===== src/rtl/intersection_phase_scheduler.sv =====
// intersection_phase_scheduler: round-robin right-of-way sequencer for
// N_APP approaches with min/max green, yellow and all-red clearance.
module intersection_phase_scheduler #(
    parameter int N_APP       = 4,
    parameter int MIN_GREEN   = 4,
    parameter int MAX_GREEN   = 12,
    parameter int YEL_TIME    = 3,
    parameter int ALLRED_TIME = 2,
    parameter int CNT_W       = 5,
    localparam int IDX_W      = (N_APP > 1) ? $clog2(N_APP) : 1
) (
    input  logic                 clck,
    input  logic                 clear,
    input  logic [N_APP-1:0]     req,
    output logic [2*N_APP-1:0]   lights,
    output logic [IDX_W-1:0]     active_idx,
    output logic                 green_on,
    output logic [N_APP-1:0]     pending
);

    typedef enum logic [1:0] {
        IDLE   = 2'd0,
        GREEN  = 2'd1,
        YELLOW = 2'd2,
        ALLRED = 2'd3
    } state_t;

    localparam logic [1:0] LAMP_G = 2'b00;
    localparam logic [1:0] LAMP_Y = 2'b10;

    localparam logic [CNT_W-1:0] MINC = CNT_W'(MIN_GREEN - 1);
    localparam logic [CNT_W-1:0] MAXC = CNT_W'(MAX_GREEN - 1);
    localparam logic [CNT_W-1:0] YELC = CNT_W'(YEL_TIME - 1);
    localparam logic [CNT_W-1:0] ARC  = CNT_W'(ALLRED_TIME - 1);

    state_t           state;
    logic [CNT_W-1:0] cnt;
    logic [IDX_W-1:0] ptr;

    logic [N_APP-1:0] dem;
    logic [N_APP-1:0] act_oh;
    logic [N_APP-1:0] others;
    logic [N_APP-1:0] grant;
    logic [N_APP-1:0] green_mask;
    logic [N_APP-1:0] pend_nxt;
    logic [IDX_W-1:0] ptr_nxt;
    logic [IDX_W-1:0] arb_ptr;
    logic [IDX_W-1:0] win;
    logic [CNT_W-1:0] cnt_sat;
    logic             ar_last;
    logic             grant_en;
    logic             leave_green;

    function automatic logic [IDX_W-1:0] idx_add(
        input logic [IDX_W-1:0] a,
        input int               k
    );
        int s;
        s = int'(a) + k;
        if (s >= N_APP) s = s - N_APP;
        return IDX_W'(s);
    endfunction

    function automatic logic [N_APP-1:0] onehot(input logic [IDX_W-1:0] a);
        logic [N_APP-1:0] v;
        v = '0;
        v[a] = 1'b1;
        return v;
    endfunction

    function automatic logic [2*N_APP-1:0] lamp_vec(
        input logic [IDX_W-1:0] a,
        input logic [1:0]       code
    );
        logic [2*N_APP-1:0] v;
        v = '1;
        for (int i = 0; i < N_APP; i++) begin
            if (IDX_W'(i) == a) v[2*i +: 2] = code;
        end
        return v;
    endfunction

    assign dem        = pending | req;
    assign act_oh     = onehot(active_idx);
    assign others     = dem & ~act_oh;
    assign ptr_nxt    = idx_add(active_idx, 1);
    assign ar_last    = (state == ALLRED) && (cnt == ARC);
    // the just-served approach drops to lowest priority at end of all-red
    assign arb_ptr    = (state == ALLRED) ? ptr_nxt : ptr;
    assign grant_en   = (|dem) && ((state == IDLE) || ar_last);
    assign grant      = grant_en ? onehot(win) : '0;
    assign green_mask = (state == GREEN) ? act_oh : '0;
    assign pend_nxt   = (pending | req) & ~grant & ~green_mask;
    assign cnt_sat    = (cnt == MAXC) ? cnt : cnt + 1'b1;
    assign leave_green = (cnt >= MINC) && (|others) &&
                         (!req[active_idx] || (cnt == MAXC));

    // round-robin search of the demand vector starting at arb_ptr
    always_comb begin : arb
        logic             hit;
        logic [IDX_W-1:0] c;
        hit = 1'b0;
        c   = '0;
        win = '0;
        for (int k = 0; k < N_APP; k++) begin
            c = idx_add(arb_ptr, k);
            if (!hit && dem[c]) begin
                hit = 1'b1;
                win = c;
            end
        end
    end

    // phase sequencer with registered lamps, index and request latch
    always_ff @(posedge clck) begin
        if (clear) begin
            state      <= IDLE;
            cnt        <= '0;
            ptr        <= '0;
            active_idx <= '0;
            lights     <= '1;
            green_on   <= 1'b0;
            pending    <= '0;
        end else begin
            pending <= pend_nxt;
            unique case (state)
                IDLE: begin
                    if (|dem) begin
                        state      <= GREEN;
                        active_idx <= win;
                        cnt        <= '0;
                        lights     <= lamp_vec(win, LAMP_G);
                        green_on   <= 1'b1;
                    end
                end
                GREEN: begin
                    if (leave_green) begin
                        state    <= YELLOW;
                        cnt      <= '0;
                        lights   <= lamp_vec(active_idx, LAMP_Y);
                        green_on <= 1'b0;
                    end else begin
                        cnt <= cnt_sat;
                    end
                end
                YELLOW: begin
                    if (cnt == YELC) begin
                        state  <= ALLRED;
                        cnt    <= '0;
                        lights <= '1;
                    end else begin
                        cnt <= cnt + 1'b1;
                    end
                end
                ALLRED: begin
                    if (ar_last) begin
                        ptr <= ptr_nxt;
                        cnt <= '0;
                        if (|dem) begin
                            state      <= GREEN;
                            active_idx <= win;
                            lights     <= lamp_vec(win, LAMP_G);
                            green_on   <= 1'b1;
                        end else begin
                            state <= IDLE;
                        end
                    end else begin
                        cnt <= cnt + 1'b1;
                    end
                end
                default: begin
                    state  <= IDLE;
                    lights <= '1;
                end
            endcase
        end
    end

endmodule


===== config.mk =====
export PLATFORM = sky130hd
export DESIGN_NAME = intersection_phase_scheduler
export DESIGN_NICKNAME = d
export VERILOG_FILES = /design/src/rtl/intersection_phase_scheduler.sv
export SDC_FILE = /design/constraint.sdc
export NUM_CORES = 1
export LEC_CHECK = 0
export CORE_ASPECT_RATIO = 0.75
export CORE_UTILIZATION = 45
export DETAILED_ROUTE_END_ITERATION = 12
export PLACE_DENSITY = 0.69
export REMOVE_ABC_BUFFERS = 1
export SLEW_MARGIN = 30
export SYNTH_ARGS = -nofsm -noshare
export SYNTH_HDL_FRONTEND = slang
export SYNTH_SLANG_ARGS = --single-unit

===== constraint.sdc =====
create_clock -name clck -period 2.7 [get_ports clck]
set_input_delay 0.675 -clock clck [delete_from_list [all_inputs] [get_ports clck]]
set_output_delay 0.675 -clock clck [all_outputs]
set_load 0.01 [all_outputs]

Yosys cells after proc, flatten, opt, wreduce, memory -nomap -nowiden --
Cells that the tools add are included.
Operators by class: $add $sub $neg 10, $lt $le $gt $ge 14, equal/unequal tests 17, multiplexer cells 61, bitwise operators 7, reduce and logical (&&, ||, !) cells 28
Operator list (number):
- 2-bit two-way mux | 20
- 8-bit two-way mux | 4
- 8-bit case mux with 4 select lines | 1
- 5-bit two-way mux | 5
- 5-bit case mux with 4 select lines | 1
- 2-bit by 3-bit < comparator with 1-bit output (second input constant) | 6
- 1-bit two-way mux | 18
- 4-bit bitwise AND | 3
- 3-bit greater-or-equal comparator (second input constant) | 4
- 4-bit inverter | 3
- 1-bit binary-select mux with 2-bit select | 5
- 2-bit by 1-bit subtractor with 2-bit output (second input constant) | 5
- 1-bit logical AND | 9
- 2-bit == test (first input constant) | 4
- 4-bit two-way mux | 2
- 2-bit case mux with 4 select lines | 1
- 4-bit OR reduction | 2
- 2-bit by 1-bit adder with 3-bit output (second input constant) | 2
- 2-bit by 2-bit adder with 3-bit output (second input constant) | 2
- 2-bit logical NOT | 3
- 2-bit != test (second input constant) | 3
- 2-bit AND reduction | 3
- 3-bit AND reduction | 2
- 5-bit by 1-bit adder with 5-bit output (second input constant) | 1
- 20 further kinds | 28
Storage, ports and cells: bits in registers 24, input port bits 6, output and inout port bits 15, logic and storage cells 144

Logic depth before layout (Yosys ltp) --
Gate-level depths: netlist (run 1).
depth after elaboration 26, gate-level depth with buffers 8, gate-level depth less buffers 7

Worst setup path before layout (run 1) --
No wires, ideal clock.
kind register to register, start point reg active_idx[0], end point reg lights[4], setup time 72 ps, arrival 1958 ps, data required time 2628 ps, setup slack 671 ps, cell stages (with the launch flop) 8, buffers on the path 0, clock period less this slack 2029 ps, cells stage by stage dfxtp_1 > inv_1 > ha_1 > mux2_2 > and3_1 > a211oi_1 > a221oi_1 > mux2i_1
Between the ends: word-level cells in the longest chain between the ends 23, elaborated cells on any way between the ends 65, classes of those cells 9 x add/sub; 7 x order compare; 3 x eq/ne; 31 x mux; 2 x bitwise; 13 x reduce/logical
Ends and longest elaborated chain:
- from (decl) | RTL line 16 | output logic [IDX_W-1:0] active_idx,
- from (signal assigned) | RTL line 130 | active_idx <= win;
- from (signal assigned) | RTL line 161 | active_idx <= win;
- 2-bit by 1-bit adder with 3-bit output (*) | RTL line 59 | s = int'(a) + k;
- 3-bit greater-or-equal comparator / 2-bit by 1-bit subtractor with 2-bit output (equally long branches) | RTL line 60 | if (s >= N_APP) s = s - N_APP;
- 2-bit two-way mux (*) | RTL line 60
- named net ptr_nxt[0] | RTL line 46 | logic [IDX_W-1:0] ptr_nxt;
- 2-bit two-way mux (*) | RTL line 89 | assign arb_ptr = (state == ALLRED) ? ptr_nxt : ptr;
- branches (longest 13 deep; another with 2-bit by 1-bit adder with 3-bit output)
- 2-bit two-way mux (*) | RTL line 107 | if (!hit && dem[c]) begin
- 2-bit == test (*) | RTL line 78 | if (IDX_W'(i) == a) v[2*i +: 2] = code;
- 2-bit two-way mux (*) | RTL line 78
- 8-bit two-way mux (*) | RTL line 128 | if (|dem) begin
- 8-bit two-way mux | RTL line 156 | if (ar_last) begin
- 8-bit case mux with 4 select lines (*) | RTL line 126 | unique case (state)
- to (signal assigned) | RTL line 132 | lights <= lamp_vec(win, LAMP_G);
- to (signal assigned) | RTL line 140 | lights <= lamp_vec(active_idx, LAMP_Y);
- to (signal assigned) | RTL line 162 | lights <= lamp_vec(win, LAMP_G);
- to (decl) | RTL line 15 | output logic [2*N_APP-1:0] lights,
Mark *: on every way through the listed nets, which the timed path passes. The select of a mux whose other input is x is not followed. A chain may end at the register's enable or synchronous reset.

Worst setup path after layout (run 1) --
start point in req[2], end point reg state[1]
Between the ends: word-level cells in the longest chain between the ends 7, elaborated cells on any way between the ends 13, classes of those cells 2 x eq/ne; 2 x mux; 2 x bitwise; 7 x reduce/logical
Ends and longest elaborated chain:
- from (decl) | RTL line 14 | input logic [N_APP-1:0] req,
- 4-bit bitwise OR / 1-bit binary-select mux with 2-bit select (equally long branches) | RTL line 83, 96
- 4-bit bitwise AND / 1-bit two-way mux (equally long branches) | RTL line 85, 96
- 4-bit OR reduction / 1-bit logical NOT (equally long branches) | RTL line 95, 96
- 1-bit logical AND / 1-bit logical OR (equally long branches) | RTL line 95, 96
- 1-bit logical AND | RTL line 95 | assign leave_green = (cnt >= MINC) && (|others) &&
- 2-bit != test (no source line)
- 4-bit AND reduction (no source line) (*)
- to (signal assigned) | RTL line 117 | state <= IDLE;
- to (signal assigned) | RTL line 129 | state <= GREEN;
- to (signal assigned) | RTL line 138 | state <= YELLOW;
- to (decl) | RTL line 36 | state_t state;
Mark *: on every way between the ends. The rest lies on a longest branch, timed or not. The select of a mux whose other input is x is not followed.

==> out/metrics.yaml, run 1 <==
grt_pass1_wl_um: 8290
cts_resized: 0
outcome: "finished, final reports clean"
design.core.area_um2: 3760
h-tree-depth: 1
cts_root_buffer: "clkbuf_8"
dieArea_um2: 4290
ys_seq_elements: 24
place.gp.congestion: 0.954
overflow: 0
ys_async_sr_fraction_pct: 0
synth_simple_gate_area_share_pct: 26.1
tightest_slew_ns: 0.444
period_share_pct: 88.4
path_max_fanout: 14
wl_per_cell_um: 16.3
numCtsBuffers: 3
drv_slew: 0
synth_cells: 227
antenna_cells: 0
insertion_delay_ns: 0.27
ir_drop_v: 0.000383
nets: 271
min_path_type: "reg -> reg"
syn_area_per_cell_um2: 7.99
crit_type: "in -> reg"
yosysWarnings: 0
ioPinCount: 21
grt_max_degree: 15
wl_met3_um: 510
synth_compound_area_share_pct: 27.7
drc: 0
pwr-share-comb_pct: 59.2
setup_viol: 0
clk_path_buf_depth: 2
power_leakage_nw: 0.824
syn2layout_area_growth_pct: 19.6
startpoint_type: "primary input"
antenna_left: 0
seq_area_frac_synth_pct: 26.5
worstPathRequired_ns: 2.91
crit_path_end_kind: "register"
post_synth_num_cell_types: 53
rows: 19
final_util_pct: 57.8
netlist_area_um2: 1810
dp_hpwl_um: 3800
yosys.area.top_type: "dfxtp_1"
power_w: 0.00187
finalHoldViolations: 0
synthMostInstantiatedCell: "dfxtp_1"
swShare_pct: 44.1
synthAdderAreaFrac_pct: 8.28
p_sw_w: 0.000824
wl_met2_um: 2060
fin_worst_skew_ns: 0.00204
drt_iter0_drc: 217
synth_top_cell_area_share_pct: 26.5
drt-pass1-iter-count: 7
via_per_inst: 6.13
place.port_buffers: 20
clkSlewWorstSetupHoldPaths_ns: 0.09
synth-edff-count: 0
fp.dieH_um: 57.0
clock-sinks: 24
rsz0062_at_grt: "no"
cts_setup_buffers: 0
powerDensity_nw_per_um2: 861
max-slew-margin-rel_pct: 70.1
seq_power_share_pct: 27.1
fin_setup_tns_ns: 0
finalWirelength_um: 4940
cts_tree: "built"
layout-drive-gt1-share_pct: 14.7
initial_core_util_pct: 48.3
critPathArrivalTime_ns: 2.59
fmaxAchievable_mhz: 419
vias: 1862
routed.top_layer: "met4"
grt_pass1_vias: 1703
maxCapViolCount: 0
synthXorXnorAreaFrac_pct: 0
ctsHoldBuffers: 0
internal-power_w: 0.00104
synth_area_leaders: "dfxtp_1, ha_1, a21oi_1"
wl_met1_um: 2340
synthFlopType: "dfxtp_1"
layout_min_cycle_time_ns: 2.39
grt_usage_pct: 25.2
die-width_um: 75.3
synthMuxAreaShare_pct: 5.24
antenna_found_initial: 0
pwr-share-clk_pct: 13.6
netlist_top_cells_count: "dfxtp_1, a21oi_1, nand2_1, o21ai_0, nor2_1"
synth_top_family_by_area: "compound AO/OA/AOI/OAI gates"
-- critical path, stage by stage --
cell and delay (ns):
clkdlybuf4s50_1 0.51, mux4_2 0.51, nand2b_2 0.11, a31oi_4 0.18
nor4_2 0.39, mux2i_1 0.21
-- kinds of logic (layout without fill, tap and decap cells) --
kind of cell / Yosys count / in the layout
buffers and inverters: 24 / 49
adder cells (fa/ha/maj): 12 / 12
flip-flops: 24 / 24
AND/OR/NAND/NOR: 85 / 85
AO/OA/AOI/OAI: 74 / 74
multiplexers: 8 / 8
-- area by class of cell --
class | count | area, µm²
Clock buffer | 4 | 55.1
Fill cell | 360 | 1590
Inverter | 11 | 41.3
Multi-Input combinational cell | 179 | 1220
Sequential cell | 24 | 480
Tap cell | 52 | 65.1
Timing Repair Buffer | 34 | 305
-- layer usage --
metal  up-vias  GRT usage (%)
met4         0           5.03
met3         6           6.71
met5         -              0
li1        887              -
met2       103           36.1
met1       866           37.9
-- power groups by stage --
stage	sequential, W	clock (W)	combinational, W
2_1_floorplan	0.000540	0	0.000674
3_3_place_gp	0.000512	0	0.00108
3_5_place_dp	0.000517	0	0.00108
4_1_cts	0.000508	0.000261	0.00109
5_1_grt	0.000521	0.000273	0.00122
6_report	0.000507	0.000255	0.00111
-- registers in the layout, summed over array words and instances (netlist names) --
register / cells
active_idx: 2
green_on: 1
lights: 8
ptr: 2
state: 2
pending: 4
cnt: 5
-- final timing paths --
path | slack, ns | end | cells past startpoint | startpoint
max reg2reg | 0.56 | lights[4]$_SDFFE_PP1P_ | 7 | active_idx[0]$_SDFFE_PP0P_
max | 0.31 | state[1]$_SDFFE_PP0P_ | 6 | req[2]
min reg2reg | 0.48 | ptr[1]$_SDFFE_PP0P_ | 2 | ptr[1]$_SDFFE_PP0P_
min | 0.48 | ptr[1]$_SDFFE_PP0P_ | 2 | ptr[1]$_SDFFE_PP0P_
-- per-stage QoR --
stage	cells	hold slack [ns]	instance area (µm²)	worst slack, ns
floorplan	214	0.440	1740	0.671
global placement	300	0.462	2110	0.0989
detailed placement	300	0.473	2110	0.0567
CTS	304	0.486	2170	0.346
global route	304	0.512	2170	0.227
finish	304	0.476	2170	0.314
-- placed cells by master (no fill, tap or decap), types with 4 or more instances in the layout --
cell              n
dfxtp_1          24
clkdlybuf4s50_1  20
o21ai_0          19
nand2_1          19
a21oi_1          19
nor2_1           18
buf_4            14
ha_1             12
inv_1            11
nand3_1          11
o211ai_1          8
and3_1            7
nor3_1            5
mux2i_1           5
or2_2             4
clkbuf_8          4
No activity file was read; power rests on OpenSTA's default activity.
==> run 2: changes to the inputs <==
- CAP_MARGIN: default -> 20
- CELL_PAD_IN_SITES_DETAIL_PLACEMENT: default -> 0
- CELL_PAD_IN_SITES_GLOBAL_PLACEMENT: default -> 1
- CORE_UTILIZATION: 45 -> 38
- PLACE_DENSITY: 0.69 -> 0.8
- clock period: 2.7 -> 2 ns (I/O delays scaled with it)
==> run 2 against run 1 <==
  * Worst hold slack improved by 0.027 ns
  * Sequential cell count unchanged
  * Via count increased by 6.4%
  * Wire length increased by 11%
==> out/metrics.yaml, run 2 (same netlist as run 1, synthesis figures left out) <==
ff2ff_setup_slack_ns: 0.08
place.port_buffers: 20
antenna_cells: 0
design.core.area_um2: 4520
nets: 315
outcome: "finished, final reports clean"
worstSetupEndpoint: "state[1]$_SDFFE_PP0P_"
wl_per_cell_um: 15.5
clock-sinks: 24
drc: 0
layout_min_cycle_time_ns: 1.94
insertion_delay_ns: 0.27
ioPinCount: 21
r2r_cells: 9
drv_slew: 0
crit_path_end_kind: "register"
swShare_pct: 40.6
place.gp.congestion: 0.933
grt_pass1_vias: 1784
ctsHoldBuffers: 0
critPathArrivalTime_ns: 2.14
p_sw_w: 0.00128
dp_hpwl_um: 4290
largest_reg_flops: 8
r2r-start: "active_idx[0]$_SDFFE_PP0P_"
drt_iter0_drc: 187
finalWirelength_um: 5480
placedInstanceArea_um2: 2420
startpoint_type: "primary input"
seq_power_share_pct: 21.3
grt_max_degree: 15
cts_root_buffer: "clkbuf_8"
worstPathRequired_ns: 2.21
internal-power_w: 0.00188
setup_viol: 0
finalHoldViolations: 0
antenna_found_initial: 0
top_regs: "lights: 8 flops, cnt: 5 flops, pending: 4 flops"
rr_endpoint: "cnt[2]$_SDFFE_PP0P_"
layout_common_cells: "buf_4, dfxtp_1, nand2_1"
fin_worst_skew_ns: 0.00667
top_register: "lights"
rows: 21
pwr-share-comb_pct: 65.0
die-width_um: 81.8
h-tree-depth: 1
fin_area_um2: 2660
grt_pass1_wl_um: 8690
layout-drive-gt1-share_pct: 33.4
initial_core_util_pct: 40.1
ir_drop_v: 0.000710
crit_start: "req[2]"
fin_setup_tns_ns: 0
tightest_slew_ns: 0.462
fmaxAchievable_mhz: 517
numCtsBuffers: 3
period_share_pct: 96.8
power_leakage_nw: 1.09
powerDensity_nw_per_um2: 1190
syn2layout_area_growth_pct: 46.8
antenna_left: 0
clk_path_buf_depth: 2
dieArea_um2: 5060
cts_tree: "built"
vias: 1981
drt-pass1-iter-count: 4
grt_usage_pct: 23.3
fp.dieH_um: 61.8
pwr-share-clk_pct: 13.7
clkSlewWorstSetupHoldPaths_ns: 0.09
crit_type: "in -> reg"
path_max_fanout: 6
nFillCells: 413
maxCapViolCount: 0
max-slew-margin-rel_pct: 68.9
power_w: 0.00316
overflow: 0
final_common_cell: "buf_4"
min_path_type: "reg -> reg"
via_per_inst: 5.61
## run 2: cell types whose count changed in the layout (fill, tap and decap cells not counted), sizes merged
cell | before | now
buf | 14 | 57
clkbuf | 4 | 3
bufinv | 0 | 1
a31oi | 4 | 5
dlygate4sd2 | 0 | 4
clkdlybuf4s50 | 20 | 16
## run 2: how the worst min path moves through the flow
stage | start | endpoint | cells after the start
floorplan | ptr[1]$_SDFFE_PP0P_ | ptr[1]$_SDFFE_PP0P_ | 2
global placement | ptr[1]$_SDFFE_PP0P_ | ptr[1]$_SDFFE_PP0P_ | 2
detailed placement | ptr[1]$_SDFFE_PP0P_ | ptr[1]$_SDFFE_PP0P_ | 2
CTS | ptr[1]$_SDFFE_PP0P_ | ptr[1]$_SDFFE_PP0P_ | 2
global route | green_on$_SDFFE_PP0P_ | green_on$_SDFFE_PP0P_ | 2
finish | ptr[1]$_SDFFE_PP0P_ | ptr[1]$_SDFFE_PP0P_ | 2
## run 2: per-stage QoR
step	worst slack [ns]	cells	utilization, %	hold slack [ns]
floorplan	-0.0290	214	-	0.440
global placement	-0.392	345	53.6	0.456
detailed placement	-0.448	345	53.6	0.463
CTS	0.00451	350	56.5	0.476
global route	-0.0240	353	58.9	0.534
finish	0.0642	353	58.9	0.502
## run 2: cell type report
type | count | area, µm² | share of cell area, %
timing repair buffer | 77 | 634 | 23.8
tap | 57 | 71.3 | 2.68
inverter | 11 | 41.3 | 1.55
clock buffer | 3 | 41.3 | 1.55
multi-input combinational | 180 | 1360 | 51.1
clock inverter | 1 | 30.0 | 1.13
sequential | 24 | 483 | 18.1
## run 2: power groups by stage
stage | clock network, W | logic [W] | registers, W
after floorplan | 0 | 0.000909 | 0.000729
after global placement | 0 | 0.00181 | 0.000673
after detailed placement | 0 | 0.00183 | 0.000677
after CTS | 0.000445 | 0.00195 | 0.000666
after global routing | 0.000468 | 0.00222 | 0.000691
final | 0.000435 | 0.00206 | 0.000673
## run 2: routing by layer
layer / global-route usage [%] / part of all wire (%)
met2: 32.3 / 41
met4: 5.76 / 0.73
met1: 34.9 / 50
met3: 6.57 / 8.4
met5: 0 / 0
## run 2: critical path, stage by stage
cell	delay [ns]
dlygate4sd2_1	0.31
mux4_2	0.53
nand2b_4	0.13
a31oi_4	0.11
buf_4	0.16
nor4_4	0.17
mux2i_1	0.23
## run 2: timing repair
item                       4_1_cts  5_1_grt
resized for setup               14       20
buffers inserted                 0        3
setup endpoints to repair       15       13
pin swaps                        4        6
hold endpoints to repair         0        0
gates cloned                     1        0
